`src/rtl/filter_output_arbiter.sv`:
```
// Round-robin drain of the filter pass buffers into the force pipeline.
// Grant at T, capture filter data at T+1, registered pair out at T+2.
module filter_output_arbiter #(
    parameter int NUM_FILTER           = 8,
    parameter int PARTICLE_ID_WIDTH    = 16,
    parameter int POS_PKT_STRUCT_WIDTH = 32,
    parameter int FID_WIDTH            = $clog2(NUM_FILTER)
) (
    input  logic                                       clk,
    input  logic                                       rst,
    input  logic [NUM_FILTER-1:0]                      i_filter_request,
    input  logic [NUM_FILTER*PARTICLE_ID_WIDTH-1:0]    i_buffer_rd_data,
    input  logic [NUM_FILTER-1:0]                      i_buffer_rd_data_valid,
    input  logic [NUM_FILTER*POS_PKT_STRUCT_WIDTH-1:0] i_nb_reg,
    input  logic                                       i_frc_almost_full,
    output logic [NUM_FILTER-1:0]                      o_buffer_rd_en,
    output logic                                       o_pair_valid,
    output logic [PARTICLE_ID_WIDTH-1:0]               o_home_parid,
    output logic [POS_PKT_STRUCT_WIDTH-1:0]            o_nb_pos,
    output logic [FID_WIDTH-1:0]                       o_filter_id
);

    localparam int PW = PARTICLE_ID_WIDTH;
    localparam int NW = POS_PKT_STRUCT_WIDTH;

    logic [FID_WIDTH-1:0]  rr_ptr;
    logic [NUM_FILTER-1:0] mask;
    logic                  cap_vld;
    logic [FID_WIDTH-1:0]  cap_idx;

    logic [NUM_FILTER-1:0] elig;
    logic [NUM_FILTER-1:0] grant;
    logic                  found;
    logic [FID_WIDTH-1:0]  win;
    logic [FID_WIDTH-1:0]  next_ptr;
    logic [FID_WIDTH:0]    sum;

    // The previous grant is masked: the filter's request lags its read.
    always_comb begin
        elig  = i_filter_request & ~mask
              & {NUM_FILTER{~i_frc_almost_full}};
        found = 1'b0;
        win   = '0;
        sum   = '0;
        for (int i = 0; i < NUM_FILTER; i++) begin
            sum = {1'b0, rr_ptr} + (FID_WIDTH+1)'(i);
            if (sum >= (FID_WIDTH+1)'(NUM_FILTER)) begin
                sum = sum - (FID_WIDTH+1)'(NUM_FILTER);
            end
            if (!found && elig[sum]) begin
                found = 1'b1;
                win   = sum[FID_WIDTH-1:0];
            end
        end
        grant = '0;
        if (found && !rst) begin
            grant = NUM_FILTER'(1) << win;
        end
        if (win == FID_WIDTH'(NUM_FILTER - 1)) begin
            next_ptr = '0;
        end else begin
            next_ptr = win + FID_WIDTH'(1);
        end
    end

    assign o_buffer_rd_en = grant;

    always_ff @(posedge clk) begin
        if (rst) begin
            rr_ptr       <= '0;
            mask         <= '0;
            cap_vld      <= 1'b0;
            cap_idx      <= '0;
            o_pair_valid <= 1'b0;
            o_home_parid <= '0;
            o_nb_pos     <= '0;
            o_filter_id  <= '0;
        end else begin
            mask    <= grant;
            cap_vld <= found;
            cap_idx <= win;
            if (found) begin
                rr_ptr <= next_ptr;
            end
            // Invalid data is a release read of an empty buffer: drop it.
            if (cap_vld && i_buffer_rd_data_valid[cap_idx]) begin
                o_pair_valid <= 1'b1;
                o_home_parid <= i_buffer_rd_data[int'(cap_idx)*PW +: PW];
                o_nb_pos     <= i_nb_reg[int'(cap_idx)*NW +: NW];
                o_filter_id  <= cap_idx;
            end else begin
                o_pair_valid <= 1'b0;
            end
        end
    end

endmodule

```
`config.mk`:
```
export PLATFORM = sky130hd
export DESIGN_NAME = filter_output_arbiter
export DESIGN_NICKNAME = d
export VERILOG_FILES = /design/src/rtl/filter_output_arbiter.sv
export SDC_FILE = /design/constraint.sdc
export NUM_CORES = 1
export LEC_CHECK = 0
export BUFFER_PORTS_ARGS = -buffer_cell sky130_fd_sc_hd__buf_4
export CAP_MARGIN = 20
export CORE_AREA = 3 3 178 180
export CTS_CLUSTER_DIAMETER = 30
export DETAILED_ROUTE_END_ITERATION = 16
export DIE_AREA = 0 0 181 183
export GPL_TIMING_DRIVEN = 0
export SETUP_SLACK_MARGIN = 0.2
export SYNTH_ARGS = -nofsm -noshare
export SYNTH_HDL_FRONTEND = slang
export SYNTH_SLANG_ARGS = --single-unit
```
`constraint.sdc`:
```
create_clock -name clk -period 4.8 [get_ports clk]
set_input_delay 0.24 -clock clk [delete_from_list [all_inputs] [get_ports clk]]
set_output_delay 0.24 -clock clk [all_outputs]
set_load 0.005 [all_outputs]
```
Word level (Yosys, flattened, before mapping)
Cells that the tools add are included.
Widths: inputs -> output; s select.
{"block": "classes", "n_eq_ne": 1, "bitwise_logic": 4, "add_sub_neg": 16, "muxes": 45, "reduce_logical": 17, "n_shift": 3, "order_cmp": 17}
{"cell": "$shiftx 256x9->32", "n": 1}
{"cell": "$shiftx 128x8->16", "n": 1}
{"cell": "$lt 4x4->1 const B", "n": 8}
{"cell": "$mux 4", "n": 8}
{"cell": "$ge 4x4->1 const B", "n": 7}
{"cell": "$sub 4x4->4 const B", "n": 7}
{"cell": "$bmux 1 s3", "n": 9}
{"cell": "$mux 3", "n": 9}
{"cell": "$mux 1", "n": 18}
{"cell": "$add 3x3->4 const B", "n": 4}
{"cell": "$and 8x8->8", "n": 2}
{"cell": "$logic_and 1x1->1", "n": 9}
{"cell": "$add 3x2->4 const B", "n": 2}
{"cell": "$logic_not 1->1", "n": 8}
{"cell": "$mux 8", "n": 1}
{"cell": "$not 8->8", "n": 1}
{"cell": "$shl 1x3->8 const A", "n": 1}
{"cell": "$add 3x1->4 const B", "n": 1}
{"cell": "$ge 3x4->1 const B", "n": 1}
{"cell": "$lt 3x4->1 const B", "n": 1}
{"cell": "$sub 3x4->4 const B", "n": 1}
{"cell": "$add 3x1->3 const B", "n": 1}
{"cell": "$eq 3x3->1 const B", "n": 1}
{"cell": "$not 1->1", "n": 1}
{"block": "word_totals", "input_bits": 403, "wordCells": 111, "regBits": 67}

Longest topological paths before layout
Gate-level depths: netlist of run 1.
{"block": "logic_depth", "ltp_word": 29, "depth_mapped": 15}

Worst setup path after synthesis of run 1
OpenSTA, ideal clock, no wires.
{"block": "synth_path", "kind": "register to register", "start": "register rr_ptr[0]", "end": "register rr_ptr[0]", "slack_ns": 1.397, "path_buffers": 2, "synth_period_minus_slack_ns": 3.403, "arrival_time_ns": 3.333, "stages_incl_launch_ff": 13, "setup_time_ns": 0.070, "cell_sequence": "dfxtp_1 buf_2 buf_1 mux4_2 and2_1 a211oi_1 o2111ai_1 a211oi_1 nor3_1 ha_1 ha_1 o31a_1 o2bb2ai_1"}
{"block": "synth_via", "elab_chain_len": 28, "elab_cells_between_ends": 80, "cone_classes": "16 x add/sub; 8 x order compare; 1 x eq/ne; 41 x mux; 14 x reduce/logical"}
{"item": "from (decl)", "line_no": "26", "source": "logic [FID_WIDTH-1:0] rr_ptr;"}
{"item": "from (signal assigned)", "line_no": "83", "source": "rr_ptr <= next_ptr;"}
{"item": "branches (longest 25 deep; another with $add 3x1->4)"}
{"item": "$mux 3 *", "line_no": "50", "source": "if (!found && elig[sum]) begin"}
{"item": "named net win[1]", "line_no": "34", "source": "logic [FID_WIDTH-1:0] win;"}
{"item": "$eq 3x3->1 *", "line_no": "59", "source": "if (win == FID_WIDTH'(NUM_FILTER - 1)) begin"}
{"item": "$mux 3 *", "line_no": "59"}
Mark *: on every way through the listed nets, which the timed path passes. The select of a mux whose other input is x is not followed.
A chain may end at the register's enable or synchronous reset.

Worst setup path after layout of run 1
{"block": "layout_path", "start": "register rr_ptr[0]", "end": "output port o_buffer_rd_en[7]"}
{"block": "layout_via", "elab_chain_len": 28, "elab_cells_between_ends": 80, "cone_classes": "15 x add/sub; 8 x order compare; 1 x shift; 41 x mux; 15 x reduce/logical"}
{"item": "branches (longest 25 deep; another with $add 3x1->4)"}
{"item": "$mux 3 *", "line_no": "50"}
{"item": "named net win[1]", "line_no": "34"}
{"item": "$shl 1x3->8 *", "line_no": "57", "source": "grant = NUM_FILTER'(1) << win;"}
{"item": "$mux 8 *", "line_no": "56", "source": "if (found && !rst) begin"}
{"item": "to (decl)", "line_no": "16", "source": "output logic [NUM_FILTER-1:0] o_buffer_rd_en,"}
Marked as above.

==> impl_results.md, run 1 <==
- Core area: 30300 sq um
- Clock root buffer master: clkbuf_16
- Setup WS post-layout: 0.457 ns
- Synth warn: 0
- Number of clock buffers inserted by TritonCTS: 9
- MaxCap Viol Count: 0
- RSZ-0062 raised after global routing: no
- Die Area: 33100 sq um
- Worst-path fanout max: 10
- Max IR drop VDD: 0.204 mV
- Final setup fails: 0
- Post-layout util: 34.9%
- Layout Nets: 1453
- WHS Path Cells: 3
- Boundary Pins: 463
- Final cell count without fillers: 1446
- Actual slew at the worst max-slew pin: 0.950 ns
- Sequential-to-total area share from yosys stat: 21.4%
- Largest net degree at the start of global routing: 13
- Startpoint types: flip-flop
- Outcome: complete, no violations
- Post-Syn Nets: 981
- HPWL after detailed placement: 31900 um
- Vias: 7113
- Clock period minus worst slack: 4.34 ns
- Hold Path Class: in -> reg
- Grt ovf: 0
- Syn Inst Count: 570
- Reg2Reg Depth: 12
- Count leader, synth: mux4_2
- 1st-pass router iterations: 5
- CTS tree: built
- Critical path class: reg -> out
- Worst Clk Skew: 0.00670 ns
- CP Capture Type: output port
- Final Cycle Share: 90.5%
- Sink Count: 67
- Initial core utilization: 20.7%
- Routability Congestion: 0.884
- Largest cells by area after synthesis: mux4_2 37%, dfxtp_1 21%, mux2i_1 8.8%
- Area occupied by multi-input gates: 4690 sq um
- Most frequent cells after synthesis: 103 x mux4_2, 69 x nor2_1, 67 x dfxtp_1, 55 x a211oi_1, 55 x mux2i_1
- Storage cell area: 1340 sq um
- Worst-case clock buffer depth: 2
- Post-Route WL: 36600 um
- Share of post-route cells with drive strength above 1: 57.2%
- Htree depth: 3
- Vias in the first global route: 7160
- Yosys reg bits: 67
- Die H: 183 um
- Worst EP arrival: 4.10 ns
- Dpl ws: 0.565 ns
- Fill cells: 3110
- Pwr Total: 5.37 mW
- TNS Setup: 0 ns
- Yosys top cell area share: 37.0%
- Main synth FF type: dfxtp_1
- Post-DRT Antenna Nets: 0
- Mapped Avg Cell Area: 11.0 sq um
- Synth-to-Final Area Change: 68.6%
- Die width: 181 um
- Reg clk slew, reported paths: 0.06 ns
- WP data required: 4.56 ns
- Initial DRC Count: 577
- Port bufs: 461
- Clock Latency Late Sink: 0.34 ns
- Wire per inst: 25.3 um
- Placed cell count: 1427
- Final Max Tran Viols: 0
- Final Hold Vio Count: 0
- # rows: 64
- Area leader, netlist: mux4_2
- Post-synth ARST share: 0%
- PD cells: 508 nW/um^2
- Tot GR Track Use: 20.9%
- Slew headroom: 36.7%
- Global-route wire length before repair: 50300 um
- Post-synth cell types: 63
- EDFF count, synth: 0
- Leakage power: 4.40 nW
- Max Fclk: 0.230 GHz
- Hold Buf Count CTS: 0
- Synth Cell Area: 6270 sq um
- DRC viols: 0
- Antenna violations before repair: 4
- Via density per instance: 4.92
- Setup Fix Bufs, Post-CTS: 0
final timing paths:
| path | from | to | slack, ns |
|---|---|---|---|
| setup / recovery | rr_ptr[0] | o_buffer_rd_en[7] | 0.46 |
| hold / removal | rst | rr_ptr[0] | 0.46 |
| setup reg to reg | rr_ptr[0] | rr_ptr[0] | 0.79 |
| hold reg to reg | o_filter_id[0] | o_filter_id[0] | 0.50 |
layout make-up:
class | count | share of cell area (%)
multi-input cells | 436 | 44.3
repair buffers | 461 | 32.7
flip-flops and latches | 67 | 12.7
well taps | 396 | 4.68
plain buffers | 60 | 2.26
clock buffers | 10 | 2.16
clock inverters | 6 | 0.851
inverters | 7 | 0.248
diodes | 3 | 0.0710
registers in the layout, summed over array words and instances, names as in the netlist:
register and cells:
o_nb_pos 32, o_home_parid 16, mask 8, cap_idx 3, o_filter_id 3, rr_ptr 3
cap_vld 1, o_pair_valid 1
placed cells by master (no fill, tap or decap), drive strengths merged, types with 7 or more instances in the layout:
| master | netlist | routed |
|---|---|---|
| nor4bb | 7 | 7 |
| nand2 | 11 | 11 |
| nor2 | 69 | 69 |
| and2 | 10 | 10 |
| dfxtp | 67 | 67 |
| a211oi | 55 | 55 |
| buf | 24 | 485 |
| nand2b | 7 | 7 |
| mux4 | 103 | 103 |
| ha | 8 | 8 |
| mux2i | 55 | 55 |
| clkbuf | 36 | 46 |
| a21oi | 18 | 18 |
per-layer routing:
| metal | GRT usage [%] | share of wire, % | up-vias |
|---|---|---|---|
| li1 | - | - | 3278 |
| met1 | 29.8 | 46 | 3506 |
| met2 | 33.4 | 48 | 307 |
| met3 | 3.79 | 5.3 | 20 |
| met4 | 4.39 | 1.0 | 2 |
| met5 | 0 | 0.030 | - |
power by group:
| part | internal [mW] | switching, mW | total, mW |
|---|---|---|---|
| Clock | 0.456 | 0.269 | 0.725 |
| Sequential | 0.775 | 0.127 | 0.902 |
| Combinational | 1.75 | 2.00 | 3.74 |
worst max-delay path, cell delays in order, from the launching register on:
cell and delay, ns:
dfxtp_1 0.34, buf_2 0.22, buf_1 0.37, mux4_2 0.61, and2_1 0.22, a211oi_2 0.40, o2111ai_1 0.19, a211oi_1 0.49
nor3_1 0.15, ha_1 0.25, ha_1 0.23, and2_1 0.16, buf_4 0.13
stage by stage:
stage	hold WS, ns	instance area (sq um)
after global routing	0.500	10600
after global placement	0.477	10200
final	0.464	10600
after detailed placement	0.487	10200
after floorplan	0.485	6270
after CTS	0.461	10500
cell families (layout without fill, tap and decap cells):
| kind of cell | Yosys count | in the layout | synth area share [%] |
|---|---|---|---|
| multiplexers | 158 | 158 | 45.8 |
| flip-flops | 67 | 67 | 21.4 |
| buffers and inverters | 67 | 544 | 4.21 |
| XOR/XNOR | 3 | 3 | 0.539 |
| AND/OR/NAND/NOR | 151 | 151 | 12.6 |
| AO/OA/AOI/OAI | 116 | 116 | 13.9 |
| other | 0 | 3 | 0 |
| adder cells (fa/ha/maj) | 8 | 8 | 1.60 |
timing repair:
action                                 in CTS  in global routing
endpoints found under the hold margin       0                  0
setup endpoints to repair                   0                  9
gates resized for setup                     0                  6
Power figures use the tool's default switching activity.
==> run 2, diff against run 1 <==
--- a/config.mk
+++ b/config.mk
@@ -11,8 +11,9 @@
 export CTS_CLUSTER_DIAMETER = 30
 export DETAILED_ROUTE_END_ITERATION = 16
 export DIE_AREA = 0 0 181 183
-export GPL_TIMING_DRIVEN = 0
+export PLACE_DENSITY = 0.59
 export SETUP_SLACK_MARGIN = 0.2
+export SKIP_LAST_GASP = 1
 export SYNTH_ARGS = -nofsm -noshare
 export SYNTH_HDL_FRONTEND = slang
 export SYNTH_SLANG_ARGS = --single-unit
==> run 2 against run 1 <==
Compared with the run above: clock power down 15%; first-iteration DRC count down 2.9%; flip-flop and latch count stayed put; largest cell class unchanged; highest routed layer is now met4; sequential share of layout area rose by 0.33 points; global-route usage shrank 1.3 points; total power shrank 4.7%; critical endpoint is now o_buffer_rd_en[4]; sequential power is 12% higher; non-clock buffer count is 49 lower; count of clock-buffer cells in the layout increased by 2; critical path depth down 3.
==> impl_results.md, run 2 (synthesis gave the netlist of run 1 again) <==
- Max IR drop VDD: 0.197 mV (-3.5%)
- Min Hold Slack: 0.429 ns (-0.0353 ns)
- Number of clock buffers inserted by TritonCTS: 9 (unchanged)
- Post-DRT Antenna Nets: 0 (unchanged)
- DP Area: 10100 sq um (-1.2%)
- R2R setup slack: 0.94 ns (+0.15 ns)
- Wire per inst: 24.7 um (-2.6%)
- Global-route wire length before repair: 47800 um (-5.1%)
- Final cell count without fillers: 1399 (-3.3%)
- Antenna violations before repair: 10 (+6)
- Slew headroom: 45.0% (+8.3 points)
- Fill cells: 3120 (+0.32%)
- Storage cell area: 1350 sq um (+0.84%)
- Worst-path fanout max: 21 (+11)
- Clock Power Share: 12.1% (-1.4 points)
- Core area: 30300 sq um (unchanged)
- MaxCap Viol Count: 0 (unchanged)
- CTS resizes: 0 (unchanged)
- Design area: 10400 sq um (-1.7%)
- Clock Latency Late Sink: 0.34 ns (about the same)
- HPWL after detailed placement: 29400 um (-7.8%)
- Boundary Pins: 463 (unchanged)
- R2r endpoint: rr_ptr[0]
- Port bufs: 462 (+0.22%)
- Final Max Tran Viols: 0 (unchanged)
- Final setup fails: 0 (unchanged)
- WHS Path Cells: 2 (-1)
- Grt ovf: 0 (unchanged)
- Vias in the first global route: 6967 (-2.7%)
- WP data required: 4.56 ns (about the same)
- Hold Path Class: in -> reg
- Synth-to-Final Area Change: 65.7%
- Clock period minus worst slack: 4.28 ns (-0.0647 ns)
- Pwr Total: 5.12 mW (-4.7%)
- Worst Clk Skew: 0.0124 ns (+0.00575 ns)
- Sink Count: 67 (unchanged)
- Max reg flops: 32 (unchanged)
- Largest net degree at the start of global routing: 81 (+68)
- CP Capture Type: output port
- Setup Fix Bufs, Post-CTS: 0 (unchanged)
- DRC viols: 0 (unchanged)
- Area occupied by multi-input gates: 4690 sq um (about the same)
- Commonest non-fill, non-tap cells in the layout: 471 x buf_4, 103 x mux4_2, 69 x nor2_1
- R2r startpoint: rr_ptr[0]
- Initial DRC Count: 560 (-2.9%)
- # rows: 64 (unchanged)
- Die H: 183 um (unchanged)
- Vias: 6912 (-2.8%)
- Outcome: complete, no violations
- Critical path class: reg -> out
- PD cells: 492 nW/um^2 (-3.0%)
- Share of post-route cells with drive strength above 1: 60.3% (+3.1 points)
- Max Fclk: 0.234 GHz (+1.5%)
- Htree depth: 3 (unchanged)
- Reg2Reg Depth: 11 (-1)
- Post-Route WL: 34500 um (-5.8%)
- Switching Share: 44.2% (-0.34 points)
- Combinational fraction of design power: 68.2% (-1.5 points)
- Pint: 2.86 mW (-4.1%)
- Via density per instance: 4.94 (+0.44%)
- Largest regs: o_nb_pos: 32 flops, o_home_parid: 16 flops, mask: 8 flops
- 1st-pass router iterations: 5 (unchanged)
- RSZ-0062 raised after global routing: no
- Worst EP arrival: 4.04 ns (-0.06 ns)
- Sw Pwr: 2.26 mW (-5.4%)
- TNS Setup: 0 ns (unchanged)
- Hold Buf Count CTS: 0 (unchanged)
- Flop pwr share: 19.7% (+2.9 points)
- Startpoint types: flip-flop
- Actual slew at the worst max-slew pin: 0.826 ns (-0.124 ns)
- Clock root buffer master: clkbuf_16
- Die Area: 33100 sq um (unchanged)
- Tot GR Track Use: 19.6% (-1.3 points)
- CTS tree: built
- Initial core utilization: 20.7% (unchanged)
- Top reg by flops: o_nb_pos
- Reg clk slew, reported paths: 0.06 ns (about the same)
- Routability Congestion: 0.886 (+0.16%)
- Leakage power: 4.34 nW (-1.3%)
- Most common cell after layout, fill and taps aside: buf_4
- Final Cycle Share: 89.1% (-1.3 points)
- Placed cell count: 1378 (-3.4%)
- Layout Nets: 1404 (-3.4%)
- Worst Hold Endpoint: o_pair_valid
- HP Start: rst
- Final Hold Vio Count: 0 (unchanged)
- Worst-case clock buffer depth: 2 (unchanged)
- Die width: 181 um (unchanged)
## run 2: cell types whose count changed in the layout (fill, tap and decap cells not counted), sizes merged
cell / before / now
buf: 485 / 472
diode: 3 / 6
clkbuf: 46 / 12
bufinv: 2 / 0
clkinvlp: 1 / 0
## run 2: how the worst max path moves through the flow
stage	from	end	slack [ns]	cells past startpoint
final	rr_ptr[0]	o_buffer_rd_en[4]	0.52	9
after detailed placement	rr_ptr[0]	o_buffer_rd_en[6]	0.84	11
after CTS	rr_ptr[0]	o_buffer_rd_en[6]	0.47	11
after global placement	rr_ptr[0]	o_buffer_rd_en[6]	0.88	11
after global routing	rr_ptr[0]	o_buffer_rd_en[4]	0.21	9
after floorplan	rr_ptr[0]	rr_ptr[0]	1.40	12
## run 2: per-layer routing
layer | track usage [%] | part of all wire [%] | vias to the layer above
met5 | 0 | 0 | -
met4 | 5.27 | 2.2 | 0
met3 | 6.60 | 8.5 | 43
met2 | 30.1 | 46 | 329
met1 | 26.6 | 43 | 3360
li1 | - | - | 3180
## run 2: layout make-up
| type | instances | area share [%] |
|---|---|---|
| multi-input combinational | 436 | 45.1 |
| timing repair buffer | 472 | 34.2 |
| sequential | 67 | 13.0 |
| tap | 396 | 4.77 |
| clock buffer | 12 | 2.37 |
| inverter | 7 | 0.253 |
| clock inverter | 3 | 0.144 |
| antenna | 6 | 0.144 |
## run 2: power groups by stage
stage / combinational, mW / sequential (mW) / clock [mW]
final: 3.49 / 1.01 / 0.618
after global placement: 3.49 / 1.02 / 0
after global routing: 3.82 / 1.05 / 0.667
after CTS: 3.51 / 1.02 / 0.641
after floorplan: 2.31 / 0.901 / 0
after detailed placement: 3.49 / 1.03 / 0
## run 2: critical path, cell delays in order (launching register included)
cell and delay, ns:
dfxtp_1 0.50, buf_4 0.31, or4bb_1 0.47, and2_1 0.24
mux4_2 0.56, nor3b_1 0.22, a41oi_1 0.68, nand4_1 0.20
a21oi_1 0.34, buf_4 0.18
## run 2: per-stage QoR
step	worst slack, ns	utilization, %
after floorplan	1.40	-
after detailed placement	0.843	33.3
after CTS	0.467	34.2
after global placement	0.883	33.3
final	0.522	34.3
after global routing	0.214	34.2
==> run 3, diff against run 2 <==
--- a/config.mk
+++ b/config.mk
@@ -7,11 +7,11 @@
 export LEC_CHECK = 0
 export BUFFER_PORTS_ARGS = -buffer_cell sky130_fd_sc_hd__buf_4
 export CAP_MARGIN = 20
-export CORE_AREA = 3 3 178 180
+export CORE_AREA = 2 2 182 184
 export CTS_CLUSTER_DIAMETER = 30
 export DETAILED_ROUTE_END_ITERATION = 16
-export DIE_AREA = 0 0 181 183
-export PLACE_DENSITY = 0.59
+export DIE_AREA = 0 0 184 186
+export PLACE_DENSITY = 0.57
 export SETUP_SLACK_MARGIN = 0.2
 export SKIP_LAST_GASP = 1
 export SYNTH_ARGS = -nofsm -noshare
==> run 3 against run 2 <==
Compared with the run above: die area increased by 3.3%; cell count grew 0.93%; maximum frequency is 1.6% lower; cell area grew 0.87%; worst setup slack got worse by 0.069 ns; highest routed layer is now met5; count of clock-buffer cells in the layout unchanged; clock power is 21% higher; first-iteration DRC count down 23%; largest cell class unchanged; sequential power about the same; via count is 0.95% higher.
==> impl_results.md, run 3 (synthesis gave the netlist of run 1 again) <==
- Outcome: complete, no violations
- Pwr Total: 5.25 mW (+2.6%)
- DRC viols: 0 (unchanged)
- Combinational fraction of design power: 66.1% (-2.1 points)
- Hold Path Class: in -> reg
- Grt ovf: 0 (unchanged)
- Slew headroom: 42.7% (-2.3 points)
- Boundary Pins: 463 (unchanged)
- Layout Nets: 1403 (-0.071%)
- Final Max Tran Viols: 0 (unchanged)
- Global-route wire length before repair: 48100 um (+0.65%)
- HPWL after detailed placement: 29000 um (-1.4%)
- DP Area: 10100 sq um (about the same)
- WP data required: 4.56 ns (about the same)
- Min Hold Slack: 0.448 ns (+0.0191 ns)
- Clock Latency Late Sink: 0.34 ns (about the same)
- HP Start: rst
- Final setup fails: 0 (unchanged)
- Post-DRT Antenna Nets: 0 (unchanged)
- TNS Setup: 0 ns (unchanged)
- Wl on met1: 14100 um (-5.5%)
- Die width: 184 um (+1.7%)
- Worst EP arrival: 4.11 ns (+0.07 ns)
- 1st-pass router iterations: 5 (unchanged)
- Synth-to-Final Area Change: 67.1%
- Antenna violations before repair: 12 (+2)
- Max reg flops: 32 (unchanged)
- Share of post-route cells with drive strength above 1: 60.7% (+0.40 points)
- Port bufs: 462 (unchanged)
- Leakage power: 4.36 nW (+0.42%)
- Met2 WL: 16500 um (+3.5%)
- Critical-path top delay cell: dfxtp_1
- Largest regs: o_nb_pos: 32 flops, o_home_parid: 16 flops, mask: 8 flops
- Max Fclk: 0.230 GHz (-1.6%)
- MaxCap Viol Count: 0 (unchanged)
- Top reg by flops: o_nb_pos
- Highest metal used: met5
- Metal3 WL: 2950 um (+0.54%)
- Critical path class: reg -> out
- Htree depth: 3 (unchanged)
- Most common cell after layout, fill and taps aside: buf_4
- Flop pwr share: 19.6% (about the same)
- Number of clock buffers inserted by TritonCTS: 9 (unchanged)
- Tot GR Track Use: 19.5% (-0.12 points)
- Max incr delay on CP: 0.63 ns (-0.05 ns)
- Vias: 6978 (+0.95%)
- CTS tree: built
- Largest net degree at the start of global routing: 74 (-8.6%)
- Routability Congestion: 0.897 (+1.3%)
- R2r startpoint: rr_ptr[0]
- Sink Count: 67 (unchanged)
- Final Hold Vio Count: 0 (unchanged)
- RSZ-0062 raised after global routing: no
- Vias in the first global route: 7140 (+2.5%)
- PD cells: 501 nW/um^2 (+1.7%)
- Die Area: 34200 sq um (+3.3%)
- Worst-path fanout max: 16 (-24%)
- Via density per instance: 4.94 (about the same)
- Startpoint types: flip-flop
- Clock Power Share: 14.3% (+2.2 points)
- Post-Route WL: 34600 um (+0.40%)
- Core area: 32200 sq um (+6.1%)
- Final Cycle Share: 90.6% (+1.4 points)
- Max IR drop VDD: 0.193 mV (-1.6%)
- Design area: 10500 sq um (+0.87%)
- Initial DRC Count: 434 (-23%)
- Die H: 186 um (+1.6%)
- Commonest non-fill, non-tap cells in the layout: 470 x buf_4, 103 x mux4_2, 69 x nor2_1
- Clock root buffer master: clkbuf_16
- Wire per inst: 24.5 um (-0.52%)
- Clock period minus worst slack: 4.35 ns (+0.0690 ns)
- Worst Clk Skew: 0.00890 ns (-0.00354 ns)
- Actual slew at the worst max-slew pin: 0.860 ns (+0.0345 ns)
- Reg clk slew, reported paths: 0.07 ns (about the same)
- Switching Share: 43.5% (-0.73 points)
- CP Capture Type: output port
- Initial core utilization: 19.5% (-1.2 points)
- # rows: 66 (+3.1%)
- Worst setup path start: rr_ptr[0]
- Worst-case clock buffer depth: 2 (unchanged)
- Cell Chain, Critical Path: buf_4 > or4bb_1 > and2_1 > mux4_2 > a221o_1 > nand4_1 > and3_1 > o2bb2ai_1 > ha_1 > and2_1 > buf_4
- Sw Pwr: 2.29 mW (+0.93%)
- Pint: 2.97 mW (+4.0%)
- Hold Buf Count CTS: 0 (unchanged)
run 3: cell count changes in the layout (fill, tap and decap cells not counted), sizes merged:
cell and delta:
buf -1, clkinvlp +2, bufinv +1, clkinv -3, diode +1, inv +1
run 3: stage by stage:
| step | util [%] | cells | setup slack (ns) |
|---|---|---|---|
| 2_1_floorplan | - | 570 | 1.40 |
| 3_3_place_gp | 31.4 | 1389 | 0.749 |
| 3_5_place_dp | 31.4 | 1389 | 0.692 |
| 4_1_cts | 32.4 | 1405 | 0.298 |
| 5_1_grt | 32.5 | 1410 | 0.207 |
| 6_report | 32.6 | 1412 | 0.453 |
run 3: worst max-delay path: cells and delay by family, from the launching register on:
family / cells / cell delay (ns)
multiplexers: 1 / 0.59
flip-flops: 1 / 0.63
AO/OA/AOI/OAI: 2 / 0.52
adder cells (fa/ha/maj): 1 / 0.27
AND/OR/NAND/NOR: 5 / 1.34
buffers and inverters: 2 / 0.42
run 3: layout make-up:
cell class	count	area [sq um]
flip-flops and latches	67	1350
repair buffers	471	3550
well taps	408	510
fillers	3392	21700
diodes	7	17.5
multi-input cells	436	4700
clock buffers	12	278
clock inverters	4	53.8
inverters	7	26.3
run 3: final timing paths:
kind | cells after the start | to | slack [ns]
min reg2reg | 2 | o_home_parid[13] | 0.50
min | 2 | o_pair_valid | 0.45
max | 11 | o_buffer_rd_en[7] | 0.45
max reg2reg | 11 | rr_ptr[0] | 0.84
run 3: power by group through the flow:
stage	combinational [mW]	sequential (mW)	clock, mW
global placement	3.44	1.04	0
detailed placement	3.44	1.05	0
CTS	3.46	1.04	0.783
global route	3.77	1.07	0.805
finish	3.47	1.03	0.750
floorplan	2.31	0.901	0
run 3: metal layers:
layer	GRT usage, %	vias to the layer above
li1	-	3192
met5	1.78	-
met2	30.6	342
met3	7.34	62
met4	7.36	10
met1	24.2	3372
run 3: timing repair:
action / CTS / global route
setup endpoints to repair: 0 / 8
setup buffers: 0 / 0
gates resized for setup: 0 / 4
